<file path="config.mk">
export PLATFORM = sky130hd
export DESIGN_NAME = cache_mem_arbiter_flat
export DESIGN_NICKNAME = d
export VERILOG_FILES = /design/src/rtl/cache_mem_arbiter_if.sv /design/src/rtl/cache_mem_arbiter.sv /design/src/flat_wrapper.sv
export SDC_FILE = /design/constraint.sdc
export NUM_CORES = 1
export LEC_CHECK = 0
export ABC_AREA = 0
export CORE_AREA = 2 2 535 537
export CTS_CLUSTER_SIZE = 14
export DETAILED_ROUTE_END_ITERATION = 8
export DIE_AREA = 0 0 537 539
export PLACE_DENSITY = 0.3
export SETUP_SLACK_MARGIN = 0.02
export SLEW_MARGIN = 20
export SYNTH_ARGS = -nofsm -noshare
export SYNTH_HDL_FRONTEND = slang
export SYNTH_SLANG_ARGS = --single-unit
export TNS_END_PERCENT = 30
</file>
<file path="constraint.sdc">
create_clock -name clk -period 5.19 [get_ports clk]
set_input_delay 0.519 -clock clk [delete_from_list [all_inputs] [get_ports clk]]
set_output_delay 0.519 -clock clk [all_outputs]
set_load 0.02 [all_outputs]
</file>
<file path="src/rtl/cache_mem_arbiter_if.sv">
// cache_mem_arbiter_if: I-cache, D-cache and physical-memory line-port bundle
interface cache_mem_arbiter_if #(
    parameter int ADDR_W = 32,
    parameter int LINE_W = 256
);
    logic              i_read;
    logic [ADDR_W-1:0] i_addr;
    logic [LINE_W-1:0] i_rdata;
    logic              i_resp;
    logic              d_read;
    logic              d_write;
    logic [ADDR_W-1:0] d_addr;
    logic [LINE_W-1:0] d_wdata;
    logic [LINE_W-1:0] d_rdata;
    logic              d_resp;
    logic              pmem_read;
    logic              pmem_write;
    logic [ADDR_W-1:0] pmem_addr;
    logic [LINE_W-1:0] pmem_wdata;
    logic [LINE_W-1:0] pmem_rdata;
    logic              pmem_resp;
    logic              arb_busy;

    modport slave (
        input  i_read, i_addr, d_read, d_write, d_addr, d_wdata, pmem_rdata, pmem_resp,
        output i_rdata, i_resp, d_rdata, d_resp, pmem_read, pmem_write, pmem_addr, pmem_wdata, arb_busy
    );

    modport master (
        output i_read, i_addr, d_read, d_write, d_addr, d_wdata, pmem_rdata, pmem_resp,
        input  i_rdata, i_resp, d_rdata, d_resp, pmem_read, pmem_write, pmem_addr, pmem_wdata, arb_busy
    );
endinterface

</file>
<file path="src/rtl/cache_mem_arbiter.sv">
// cache_mem_arbiter: serialises I-cache and D-cache line transfers onto one memory port
// ARB_ROUND_ROBIN_EN selects round-robin tie-breaking; otherwise the D-cache wins ties.
module cache_mem_arbiter #(
    parameter int ADDR_W = 32,
    parameter int LINE_W = 256
) (
    input logic clk,
    input logic rst,
    cache_mem_arbiter_if.slave bus
);
    typedef enum logic [1:0] {IDLE, SERVE_I, SERVE_D, RELEASE} state_t;
    state_t state, next;
    logic wr;
    logic [ADDR_W-1:0] addr;
    logic [LINE_W-1:0] wdata;
    logic d_req, grant_d;
    assign d_req = bus.d_read | bus.d_write;
`ifdef ARB_ROUND_ROBIN_EN
    logic rr_last;
    assign grant_d = d_req & (~bus.i_read | ~rr_last);
    // remember who was granted last so a tie goes to the other side (1 = D)
    always_ff @(posedge clk or negedge rst) begin
        if (!rst) rr_last <= 1'b0;
        else if (state == IDLE && (d_req | bus.i_read)) rr_last <= grant_d;
    end
`else
    assign grant_d = d_req;
`endif
    // state register
    always_ff @(posedge clk or negedge rst) begin
        if (!rst) state <= IDLE;
        else state <= next;
    end
    // arbitrate in IDLE, wait for memory in SERVE, one dead cycle in RELEASE
    always_comb begin
        next = state;
        case (state)
            IDLE:             next = grant_d ? SERVE_D : bus.i_read ? SERVE_I : IDLE;
            SERVE_I, SERVE_D: next = bus.pmem_resp ? RELEASE : state;
            default:          next = IDLE;
        endcase
    end
    // latch the winner's request at grant so later input changes are ignored
    always_ff @(posedge clk or negedge rst) begin
        if (!rst) begin
            addr  <= '0;
            wdata <= '0;
            wr    <= 1'b0;
        end else if (state == IDLE && next != IDLE) begin
            addr <= grant_d ? bus.d_addr : bus.i_addr;
            wr   <= grant_d & bus.d_write;
            if (grant_d) wdata <= bus.d_wdata;
        end
    end
    assign bus.pmem_read  = (state == SERVE_I) | (state == SERVE_D & ~wr);
    assign bus.pmem_write = (state == SERVE_D) & wr;
    assign bus.pmem_addr  = addr;
    assign bus.pmem_wdata = wdata;
    assign bus.i_resp     = (state == SERVE_I) & bus.pmem_resp;
    assign bus.d_resp     = (state == SERVE_D) & bus.pmem_resp;
    assign bus.i_rdata    = bus.i_resp ? bus.pmem_rdata : '0;
    assign bus.d_rdata    = bus.d_resp ? bus.pmem_rdata : '0;
    assign bus.arb_busy   = state != IDLE;
endmodule

</file>
<file path="src/flat_wrapper.sv">
// flat-port wrapper written by rule: the top's interface ports become plain ports
module cache_mem_arbiter_flat 
#(
    parameter int ADDR_W = 32,
    parameter int LINE_W = 256
)
  (clk, rst, bus_i_read, bus_i_addr, bus_d_read, bus_d_write, bus_d_addr, bus_d_wdata, bus_pmem_rdata, bus_pmem_resp, bus_i_rdata, bus_i_resp, bus_d_rdata, bus_d_resp, bus_pmem_read, bus_pmem_write, bus_pmem_addr, bus_pmem_wdata, bus_arb_busy);
  cache_mem_arbiter_if #(.ADDR_W(ADDR_W), .LINE_W(LINE_W)) bus_i ();
  input logic clk;
  input logic rst;
  input wire logic [$bits(bus_i.i_read)-1:0] bus_i_read;
  input wire logic [$bits(bus_i.i_addr)-1:0] bus_i_addr;
  input wire logic [$bits(bus_i.d_read)-1:0] bus_d_read;
  input wire logic [$bits(bus_i.d_write)-1:0] bus_d_write;
  input wire logic [$bits(bus_i.d_addr)-1:0] bus_d_addr;
  input wire logic [$bits(bus_i.d_wdata)-1:0] bus_d_wdata;
  input wire logic [$bits(bus_i.pmem_rdata)-1:0] bus_pmem_rdata;
  input wire logic [$bits(bus_i.pmem_resp)-1:0] bus_pmem_resp;
  output wire logic [$bits(bus_i.i_rdata)-1:0] bus_i_rdata;
  output wire logic [$bits(bus_i.i_resp)-1:0] bus_i_resp;
  output wire logic [$bits(bus_i.d_rdata)-1:0] bus_d_rdata;
  output wire logic [$bits(bus_i.d_resp)-1:0] bus_d_resp;
  output wire logic [$bits(bus_i.pmem_read)-1:0] bus_pmem_read;
  output wire logic [$bits(bus_i.pmem_write)-1:0] bus_pmem_write;
  output wire logic [$bits(bus_i.pmem_addr)-1:0] bus_pmem_addr;
  output wire logic [$bits(bus_i.pmem_wdata)-1:0] bus_pmem_wdata;
  output wire logic [$bits(bus_i.arb_busy)-1:0] bus_arb_busy;
  assign bus_i.i_read = bus_i_read;
  assign bus_i.i_addr = bus_i_addr;
  assign bus_i.d_read = bus_d_read;
  assign bus_i.d_write = bus_d_write;
  assign bus_i.d_addr = bus_d_addr;
  assign bus_i.d_wdata = bus_d_wdata;
  assign bus_i.pmem_rdata = bus_pmem_rdata;
  assign bus_i.pmem_resp = bus_pmem_resp;
  assign bus_i_rdata = bus_i.i_rdata;
  assign bus_i_resp = bus_i.i_resp;
  assign bus_d_rdata = bus_i.d_rdata;
  assign bus_d_resp = bus_i.d_resp;
  assign bus_pmem_read = bus_i.pmem_read;
  assign bus_pmem_write = bus_i.pmem_write;
  assign bus_pmem_addr = bus_i.pmem_addr;
  assign bus_pmem_wdata = bus_i.pmem_wdata;
  assign bus_arb_busy = bus_i.arb_busy;
  cache_mem_arbiter #(.ADDR_W(ADDR_W), .LINE_W(LINE_W)) u_core (.clk(clk), .rst(rst), .bus(bus_i));
endmodule
</file>
# Word-level counts from Yosys, hierarchy flattened
# Cells that the tools add are included.
# word_totals
regBits	291
elab_cells	27
in_bits	582
# op_classes
reduce_logical	6
eq_ne	2
bitwise_logic	8
n_mux	7
# op_table
cell	n
$mux W256	2
$mux W32	1
$and A1 B1 Y1	5
$mux W2	2
$pmux W2 S2	1
$reduce_bool A2 Y1	2
$eq A2 B1 Y1 const B	1
$eq A2 B2 Y1 const B	1
$logic_not A2 Y1	1
$or A1 B1 Y1	2
$reduce_and A2 Y1	1
$reduce_or A2 Y1	1
$logic_and A1 B1 Y1	1
$mux W1	1
$not A1 Y1	1

# Logic depth before layout (Yosys ltp)
# depth
depth_word	6
mapped_depth	6
ltp_nobuf	5

# Least setup slack after synthesis
# No wires, ideal clock.
# synth_timing
path_type	reg2out
start	register u_core.state[0]
end	output bus_d_rdata[100]
setup_slack_ps	3118
required_time_ps	4671
path_stages_with_launch	7
path_buffers	3
arrival_ps	1553
cell_sequence	dfrtp_1 > inv_1 > ha_1 > clkbuf_1 > clkbuf_1 > clkbuf_1 > and3_1
# synth_between
elab_chain_cells	3
# synth_rtl
element	line	text
from (decl)	cache_mem_arbiter.sv:12	state_t state, next;
from (signal assigned)	cache_mem_arbiter.sv:32	else state <= next;
$eq A2 B2 Y1	cache_mem_arbiter.sv:60	assign bus.d_resp = (state == SERVE_D) & bus.pmem_resp;
$and A1 B1 Y1	cache_mem_arbiter.sv:60	
$mux W256	cache_mem_arbiter.sv:62	assign bus.d_rdata = bus.d_resp ? bus.pmem_rdata : '0;
to (decl)	flat_wrapper.sv:21	output wire logic [$bits(bus_i.d_rdata)-1:0] bus_d_rdata;
# Every way passes these cells.

# Final worst setup path
# layout_timing
start	register u_core.state[0]
end	output bus_d_rdata[188]
# The elaborated chain is that of the path after synthesis.

==> flow_summary.yaml <==
floorplanning:
  core-area_mm2: 0.284
  die_w_um: 537
  die_h_um: 539
  row_count: 196
  io_pins: 1387
  dieArea_mm2: 0.289
  initial_core_util_pct: 5.24
sta:
  setup_ws_ns: 1.45
  fin_skew_ns: 0.0421
  relSlewSlack_pct: 33.6
  final_max_slew_viol_count: 0
  tightest_slew_ns: 0.996
  setup_viol: 0
  post-route-period-util_pct: 72.0
  fin_crit_ns: 3.74
  timing.fmax_mhz: 267
  tns_ns: 0
  hold_viol: 0
  rsz0062_at_grt: "no"
global_routing:
  grt_pass1_vias: 17492
  grt.total_usage_pct: 11.7
  grt_max_degree: 158
  antenna_found_initial: 152
  grt_pass1_wl_mm: 216
  grt.overflow.total: 0
clock_tree:
  clk_pin_slew_worst_paths_ns: 0.06
  htree_levels: 2
  cts_tree: "done"
  clk_path_buf_depth: 3
  cts_resized: 0
  postCtsSetupBuffers: 0
  clkSinkCount: 291
  cts_hold_buf: 1
  numCtsBuffers: 40
  insertion_delay_ns: 0.63
  cts_root_buf: "clkbuf_16"
routing:
  vias_per_cell: 2.66
  vias: 17160
  wl_per_cell_um: 27.5
  drtPass1Iterations: 5
  wirelength_mm: 177
  drc_errors: 0
  ant_nets: 0
  dr.first_iter.drc_count: 885
yosys:
  synth-edff-count: 0
  yosysWarnings: 0
  yosysMostFrequentCell: "and3_1"
  async_flop_share_pct: 100
  synth_compound_area_share_pct: 0.404
  syn_nets: 1880
  ys_top_cells_by_count: "512 x and3_1, 321 x mux2_2, 291 x dfrtp_1"
  synth_area_leaders: "dfrtp_1 49%, mux2_2 24%, and3_1 22%, clkbuf_1 3.0%, buf_2 0.94%"
  syn_inst: 1294
  synth_fa_ha_area_share_pct: 0.336
  yosys-mux-area-fraction_pct: 24.3
  yosys_register_bits: 291
  synth_seq_area_share_pct: 48.9
  synth_xor_area_share_pct: 0
  syn_area_per_cell_um2: 11.5
  yosysUniqueCellTypes: 18
  synth_simple_gate_area_share_pct: 21.8
  yosys.area.top_type: "dfrtp_1"
  yosys.area.top_type_share_pct: 48.9
  ys.flop_type: "dfrtp_1"
  synth_top_family_by_area: "multiplexers"
  synthesis.area_mm2: 0.0149
cells_and_area:
  post-route-util_pct: 12.2
  layout-drive-gt1-share_pct: 16.0
  area_growth_syn_to_layout_pct: 133
  final_area_mm2: 0.0347
  nets: 3187
worst_setup_path:
  reg2reg_slack_ns: 2.61
  start_kind: "register"
  arrival_ns: 3.22
  crit_type: "register to output pin"
  r2r_cells: 6
  slowest_delay_ns: 0.63
  critPathMaxFanout: 128
  cp_slowest_cell: "clkdlybuf4s50_1"
  cp-end-kind: "output pin"
  endpoint: "bus_d_rdata[188]"
  crit_chain: "inv_1 > ha_4 > buf_12 > and3_1 > clkdlybuf4s50_1"
  required_ns: 4.67
  rr_endpoint: "u_core.bus.pmem_wdata[197]"
  r2r-start: "u_core.state[0]"
  startpoint: "u_core.state[0]"
place:
  place_hpwl_mm: 154
  io_buffer_count: 1386
  pre_cts_ws_ns: 2.00
  gp_congestion: 0.925
  place_area_mm2: 0.0332
pwr:
  ir_worst_vdd_mv: 0.309
  power_uw: 18200
  leakagePower_uw: 0.0138
  cellPowerDensity_mw_per_mm2: 526
hold_path:
  hp-class: "primary input to async pin"
flow_run:
  cap_violations: 0
status:
  status: "finished, final reports clean"
sequential cells by signal, indices dropped and copies added, names as in the netlist:
register and count:
u_core.bus.pmem_wdata 256, u_core.bus.pmem_addr 32, u_core.state 2, u_core.wr 1
worst min path at each step:
stage                                            end                       from  cells after the start
after floorplan              u_core.bus.pmem_addr[0]                        rst                      0
after global placement     u_core.bus.pmem_wdata[34]  u_core.bus.pmem_wdata[34]                      1
after detailed placement   u_core.bus.pmem_wdata[96]  u_core.bus.pmem_wdata[96]                      1
after CTS                  u_core.bus.pmem_wdata[21]            bus_d_wdata[21]                      2
after global routing       u_core.bus.pmem_wdata[57]            bus_d_wdata[57]                      2
final                     u_core.bus.pmem_wdata[112]                        rst                      2
cell families after synthesis:
family                   after synthesis
AO/OA/AOI/OAI                          7
adder cells (fa/ha/maj)                4
buffers and inverters                152
flip-flops                           291
multiplexers                         321
AND/OR/NAND/NOR                      519
area by class of cell:
class / count / area [um^2]
diodes: 52 / 130
clock buffers: 52 / 1110
clock inverters: 20 / 204
fillers: 32437 / 249000
inverters: 4 / 15.0
multi-input cells: 851 / 7010
flip-flops and latches: 291 / 7280
well taps: 3762 / 4710
repair buffers: 1413 / 14200
layout by cell type (no fill, tap or decap), drive strengths merged:
cell,instances
a21o,1
a21oi,2
a41oi,1
and2,3
and3,512
buf,28
bufinv,1
clkbuf,52
clkdlybuf4s50,1384
clkinv,14
clkinvlp,4
dfrtp,291
diode,52
dlygate4sd3,1
ha,4
inv,5
mux2,321
nand2b,1
nand3,1
nor2,1
o21ai,3
or3b,1
worst max-delay path: cells and delay by family, from the launching register on:
family,cells,cell delay [ns]
buf+inv,3,1.15
fa+ha+maj,1,0.51
flops,1,0.44
simple gates,1,0.26
layer usage:
layer	vias up	track usage, %	routed length [um]
met5	-	0	269
met4	40	2.91	6100
met3	299	6.56	24300
met2	1217	20.3	84300
met1	8269	11.9	62100
li1	7335	-	-
metrics by stage:
stage / instances / hold slack [ns]
4_1_cts: 6393 / 0.424
3_3_place_gp: 6320 / 0.488
2_1_floorplan: 1294 / 0.223
5_1_grt: 6406 / 0.455
6_report: 6445 / 0.481
3_5_place_dp: 6320 / 0.492
report_power, final:
group / internal (uW) / leakage [uW] / switching, uW
sequential: 3460 / 0.00342 / 745
clock: 1580 / 0.000636 / 1260
combinational: 4950 / 0.00973 / 6230
Note: power is estimated with default switching activity, not from simulation.
